[config.mk]
export PLATFORM = sky130hd
export DESIGN_NAME = irda_mode_switch
export DESIGN_NICKNAME = d
export VERILOG_FILES = /design/src/rtl/irda_mode_switch_pkg.sv /design/src/rtl/irda_mode_switch.sv
export SDC_FILE = /design/constraint.sdc
export NUM_CORES = 1
export LEC_CHECK = 0
export BUFFER_PORTS_ARGS = -buffer_cell sky130_fd_sc_hd__buf_2
export CORE_UTILIZATION = 35
export DETAILED_ROUTE_END_ITERATION = 10
export PLACE_DENSITY = 0.66
export REMOVE_ABC_BUFFERS = 1
export SETUP_SLACK_MARGIN = 0.2
export SYNTH_ARGS = -nofsm -noshare
export SYNTH_HDL_FRONTEND = slang
export SYNTH_SLANG_ARGS = --single-unit
[constraint.sdc]
create_clock -name wb_clk_i -period 2.05 [get_ports wb_clk_i]
set_clock_uncertainty 0.05 [all_clocks]
set_input_delay 0.1025 -clock wb_clk_i [delete_from_list [all_inputs] [get_ports wb_clk_i]]
set_output_delay 0.1025 -clock wb_clk_i [all_outputs]
set_load 0.01 [all_outputs]
[src/rtl/irda_mode_switch_pkg.sv]
// Shared IrDA definitions: switch FSM states, mode constants
// and the counter sizing helper.
package irda_mode_switch_pkg;

  typedef enum logic [1:0] {
    IDLE     = 2'd0,
    WAIT_BUS = 2'd1,
    DRAIN    = 2'd2,
    CORE_RST = 2'd3
  } state_t;

  localparam logic MODE_SIR  = 1'b0;
  localparam logic MODE_FAST = 1'b1;

  function automatic int cnt_width(input int d, input int r);
    int m;
    int w;
    m = (d > r) ? d : r;
    w = $clog2(m);
    return (w < 1) ? 1 : w;
  endfunction

endpackage

[src/rtl/irda_mode_switch.sv]
// Transaction-safe fast/SIR mode switch in front of the IrDA
// Wishbone router: waits, drains, flips, then resets the new core.
module irda_mode_switch
  import irda_mode_switch_pkg::*;
#(
  parameter int DRAIN_CYCLES = 8,
  parameter int RST_CYCLES   = 4,
  parameter bit RESET_MODE   = MODE_SIR
) (
  input  logic wb_clk_i,
  input  logic wb_rst_i,
  input  logic mode_req,
  input  logic wb_cyc_i,
  input  logic wb_stb_i,
  input  logic wb_ack_i,
  output logic wb_cyc_o,
  output logic wb_stb_o,
  output logic fast_mode,
  output logic f_core_rst,
  output logic u_core_rst,
  output logic mode_busy
);

  localparam int CW = cnt_width(DRAIN_CYCLES, RST_CYCLES);
  localparam logic [CW-1:0] D_LOAD = CW'(DRAIN_CYCLES - 1);
  localparam logic [CW-1:0] R_LOAD = CW'(RST_CYCLES - 1);

  state_t        state, state_nxt;
  logic [CW-1:0] cnt, cnt_nxt;
  logic          target, target_nxt;
  logic          mode, mode_nxt;
  logic          bus_active;
  logic          gate;

  assign bus_active = wb_cyc_i & wb_stb_i;

  always_ff @(posedge wb_clk_i) begin
    if (wb_rst_i) begin
      state  <= IDLE;
      cnt    <= '0;
      target <= RESET_MODE;
      mode   <= RESET_MODE;
    end else begin
      state  <= state_nxt;
      cnt    <= cnt_nxt;
      target <= target_nxt;
      mode   <= mode_nxt;
    end
  end

  // One down-counter serves both the drain and core-reset windows
  always_comb begin
    state_nxt  = state;
    cnt_nxt    = cnt;
    target_nxt = target;
    mode_nxt   = mode;
    unique case (state)
      IDLE: begin
        if (mode_req != mode) begin
          target_nxt = mode_req;
          if (bus_active) begin
            state_nxt = WAIT_BUS;
          end else begin
            state_nxt = DRAIN;
            cnt_nxt   = D_LOAD;
          end
        end
      end
      WAIT_BUS: begin
        if (wb_ack_i || !wb_cyc_i) begin
          state_nxt = DRAIN;
          cnt_nxt   = D_LOAD;
        end
      end
      DRAIN: begin
        if (cnt == '0) begin
          mode_nxt  = target;
          cnt_nxt   = R_LOAD;
          state_nxt = CORE_RST;
        end else begin
          cnt_nxt = cnt - CW'(1);
        end
      end
      CORE_RST: begin
        if (cnt == '0) begin
          state_nxt = IDLE;
        end else begin
          cnt_nxt = cnt - CW'(1);
        end
      end
      default: state_nxt = IDLE;
    endcase
  end

  always_comb begin
    gate       = (state == DRAIN) || (state == CORE_RST);
    wb_cyc_o   = wb_cyc_i & ~gate;
    wb_stb_o   = wb_stb_i & ~gate;
    fast_mode  = mode;
    f_core_rst = (state == CORE_RST) &  mode;
    u_core_rst = (state == CORE_RST) & ~mode;
    mode_busy  = (state != IDLE);
  end

endmodule

==> impl_results.md <==
- Status: finished clean
- Aggregate routed wire length: 991 um
- Cell at the root of the clock tree: sky130_fd_sc_hd__clkbuf_4
- Data required time at the worst endpoint: 2150 ps
- Number of nets in the finished design: 88
- Pwr per Cell Area: 1372 nW/um^2
- Post-DP HPWL: 787.8 um
- Data arrival, critical path: 1850 ps
- Non-filler instance count after layout: 89
- Per-cell via count in the routed design: 5.157
- Clock slew seen by the registers of the worst setup and hold paths: 60 ps
- Clock network fraction of total power: 0.143
- Reg-to-reg critical path endpoint: state[0]
- Aggregate global-route resource usage: 0.1432
- Total die area: 1593 um^2
- Cell area after technology mapping: 503.0 um^2
- Period Utilization, post-route: 0.8545
- Final setup viols: 0
- Worst-case register-to-register setup slack: 300 ps
- Total I/O pin count: 12
- Antenna violations before repair: 0
- Cts bufs inserted: 3
- Leading cell types by count after synthesis: sky130_fd_sc_hd__dfxtp_1 (7), sky130_fd_sc_hd__ha_1 (7), sky130_fd_sc_hd__inv_1 (7)
- Startpoint of the lowest-slack register-to-register path: state[0]
- Via Count: 459
- Worst-margin pin slew: 455.8 ps
- Combinational share of power: 0.588
- Final slew viol count: 0
- Multi-input logic area: 352.8 um^2
- Switching power share of the total: 0.4158
- Number of global-route vias before repair: 397
- Setup crit end kind: flip-flop
- Effective utilization at floorplan: 0.3818
- Count of warnings emitted by yosys: 0
- Antenna fix cells: 0
- Final number of hold-violating endpoints: 0
- Critical path peak fanout: 4
- Portion of the post-synthesis area used by sequential elements: 0.2786
- Worst hold endpoint: state[1]
- Area added between synthesis and finish: 25.12%
- Die Width: 39.91 um
- Per-cell routed wire length: 11.13 um
- First-pass GRT wire length: 1600 um
- Area share of the leading cell type in the synthesized netlist: 0.2786
- Number of enable flip-flop cells after synthesis: 0
- Ratio of cells with drive above 1 in the final layout: 0.3108
- Number of core rows: 13
- Maximum frequency from static timing analysis: 570.8 MHz
- Post-route minimum period: 1752 ps
- Startpoint type of the worst setup path: flip-flop
- Sequential cell fraction of total power: 0.269
- CTS Sinks: 7
- Top area cells in the synthesized netlist: sky130_fd_sc_hd__dfxtp_1 (28%), sky130_fd_sc_hd__ha_1 (17%), sky130_fd_sc_hd__a311oi_1 (7.0%), sky130_fd_sc_hd__a21oi_1 (6.0%), sky130_fd_sc_hd__inv_1 (5.2%)
- Number of levels in the clock H-tree: 1
- Headroom to the max-slew limit: 0.6940
- Number of synthesized register bits: 7
- Total of fill cells in the finished design: 136
- Core Area: 1318 um^2
- Routability cong.: 0.7693
- First drt pass iteration count: 4
- Critical Setup Path Class: reg -> reg
- PortBufs: 11
- ANT nets after route: 0
- Aggregate negative setup slack: 0 ps
- Leak Pwr: 0.2919 nW
- Number of violations of the max-capacitance limit: 0
- TritonCTS clock tree: yes
- Worst Hold Depth: 2
- FF+latch area: 142.6 um^2
- Maximum ir drop on the vdd rail: 705.0 uV
- Worst skew pair latency: 250 ps
- Setup repair after global routing missed its margin: true
- Count of placed standard cells including taps: 84
- FFs w/ async S/R, synth: 0
- Depth of the worst register-to-register path: 6
- Number of distinct library cells after synthesis: 21
- Min-Delay Path Class: in -> reg
- Gate Count Post-Synth: 58
- Pint: 0.5045 mW
- Switching power: 0.3591 mW
- Longest Clk Path Bufs: 2
- Hold-fix buffers, CTS: 0
- Post-layout util: 0.4777
- Syn_area_per_cell: 8.672 um^2
- Die Ht: 39.91 um
- Largest net degree at the start of global routing: 8
- Cell type with the largest total area after synthesis: sky130_fd_sc_hd__dfxtp_1
- Starting DRT DRC Count: 8
- Most common flop cell mapped by yosys: sky130_fd_sc_hd__dfxtp_1
- Beginning of the worst hold path: wb_rst_i
- Grt total ovfl: 0
- DRC viols: 0
## placed cells by master (no fill, tap or decap)
cell type and n:
sky130_fd_sc_hd__clkbuf_4 3, sky130_fd_sc_hd__ha_1 5, sky130_fd_sc_hd__xnor2_1 1, sky130_fd_sc_hd__and3b_1 1, sky130_fd_sc_hd__inv_1 7, sky130_fd_sc_hd__and3_1 1
sky130_fd_sc_hd__nand2b_1 3, sky130_fd_sc_hd__nand3_1 1, sky130_fd_sc_hd__dfxtp_1 5, sky130_fd_sc_hd__nor2_1 5, sky130_fd_sc_hd__a211oi_4 1, sky130_fd_sc_hd__or2_2 2
sky130_fd_sc_hd__a311oi_1 4, sky130_fd_sc_hd__o211ai_1 1, sky130_fd_sc_hd__dfxtp_2 2, sky130_fd_sc_hd__buf_2 11, sky130_fd_sc_hd__a211oi_1 2, sky130_fd_sc_hd__clkbuf_1 1
sky130_fd_sc_hd__ha_2 2, sky130_fd_sc_hd__mux2i_1 1, sky130_fd_sc_hd__a221oi_4 1, sky130_fd_sc_hd__and2_1 3, sky130_fd_sc_hd__buf_4 1, sky130_fd_sc_hd__a21oi_1 6
sky130_fd_sc_hd__nand2_1 2, sky130_fd_sc_hd__o21ai_0 1, sky130_fd_sc_hd__nor2b_1 1
## kinds of logic (layout without fill, tap and decap cells)
kind of cell,count (synthesis),in the layout,synth area share
AOI/OAI and AO/OA,16,16,0.2537
xor gates and xnor gates,1,1,0.01742
adders and majority gates,7,7,0.1741
buffers and inverters,7,23,0.05225
DFF,7,7,0.2786
muxes,1,1,0.01990
and+or+nand+nor,19,19,0.2040
## worst max-delay path: stages (launching register included)
cell and delay (ps):
sky130_fd_sc_hd__dfxtp_2 350, sky130_fd_sc_hd__inv_1 80, sky130_fd_sc_hd__ha_2 210, sky130_fd_sc_hd__or2_2 320, sky130_fd_sc_hd__a221oi_4 340, sky130_fd_sc_hd__nor2_1 70, sky130_fd_sc_hd__a311oi_1 240
## power by group through the flow
stage                     clock network (mW)  registers [mW]  logic [mW]
after CTS                              0.130           0.228       0.485
final                                  0.124           0.232       0.508
after floorplan                            0           0.221       0.357
after global placement                     0           0.229       0.447
after detailed placement                   0           0.231       0.451
after global routing                   0.140           0.240       0.572
## metal layers
metal / track usage / vias to the layer above / wire length [um] / share of wire
met3: 0.01705 / 2 / 20 / 0.020
met5: 0 / - / 0 / 0
met4: 0.04310 / 0 / 7 / 0.0071
met2: 0.2218 / 7 / 498 / 0.50
li1: - / 235 / - / -
met1: 0.2034 / 215 / 464 / 0.47
## repair_timing
item / CTS / global route
setup endpoints to repair: 1 / 5
buffers inserted: 0 / 1
pin swaps: 0 / 2
resized for setup: 1 / 4
cloned: 0 / 0
## sequential cells by signal, indices dropped and copies added (netlist names)
name / count
state: 2
cnt: 3
target: 1
fast_mode: 1
## through the flow
step / power [mW] / area (um^2) / setup WS, ps / hold slack [ps]
finish: 0.8636 / 629.4 / 298.2 / 59.99
global route: 0.9519 / 629.4 / 180.2 / 58.65
CTS: 0.8429 / 614.3 / 207.0 / 62.04
detailed placement: 0.6820 / 576.8 / 206.4 / 328.6
global placement: 0.6758 / 576.8 / 240.8 / 320.5
floorplan: 0.5781 / 503.0 / 380.8 / 121.6
## worst max-delay path by stage
stage / depth (start not counted) / slack (ps) / start / to
after floorplan: 6 / 380 / state[0] / state[0]
after global placement: 6 / 240 / state[0] / state[0]
after detailed placement: 6 / 210 / state[0] / state[0]
after CTS: 6 / 210 / state[0] / state[0]
after global routing: 6 / 180 / state[0] / cnt[1]
final: 6 / 300 / state[0] / state[0]
## final cells by class
class                   instances  share of cell area
clock buffers                   4             0.04175
well taps                      15             0.02982
multi-input cells              44              0.5606
repair buffers                 12             0.09940
flip-flops and latches          7              0.2266
inverters                       7             0.04175
No activity file was read; power rests on OpenSTA's default activity.
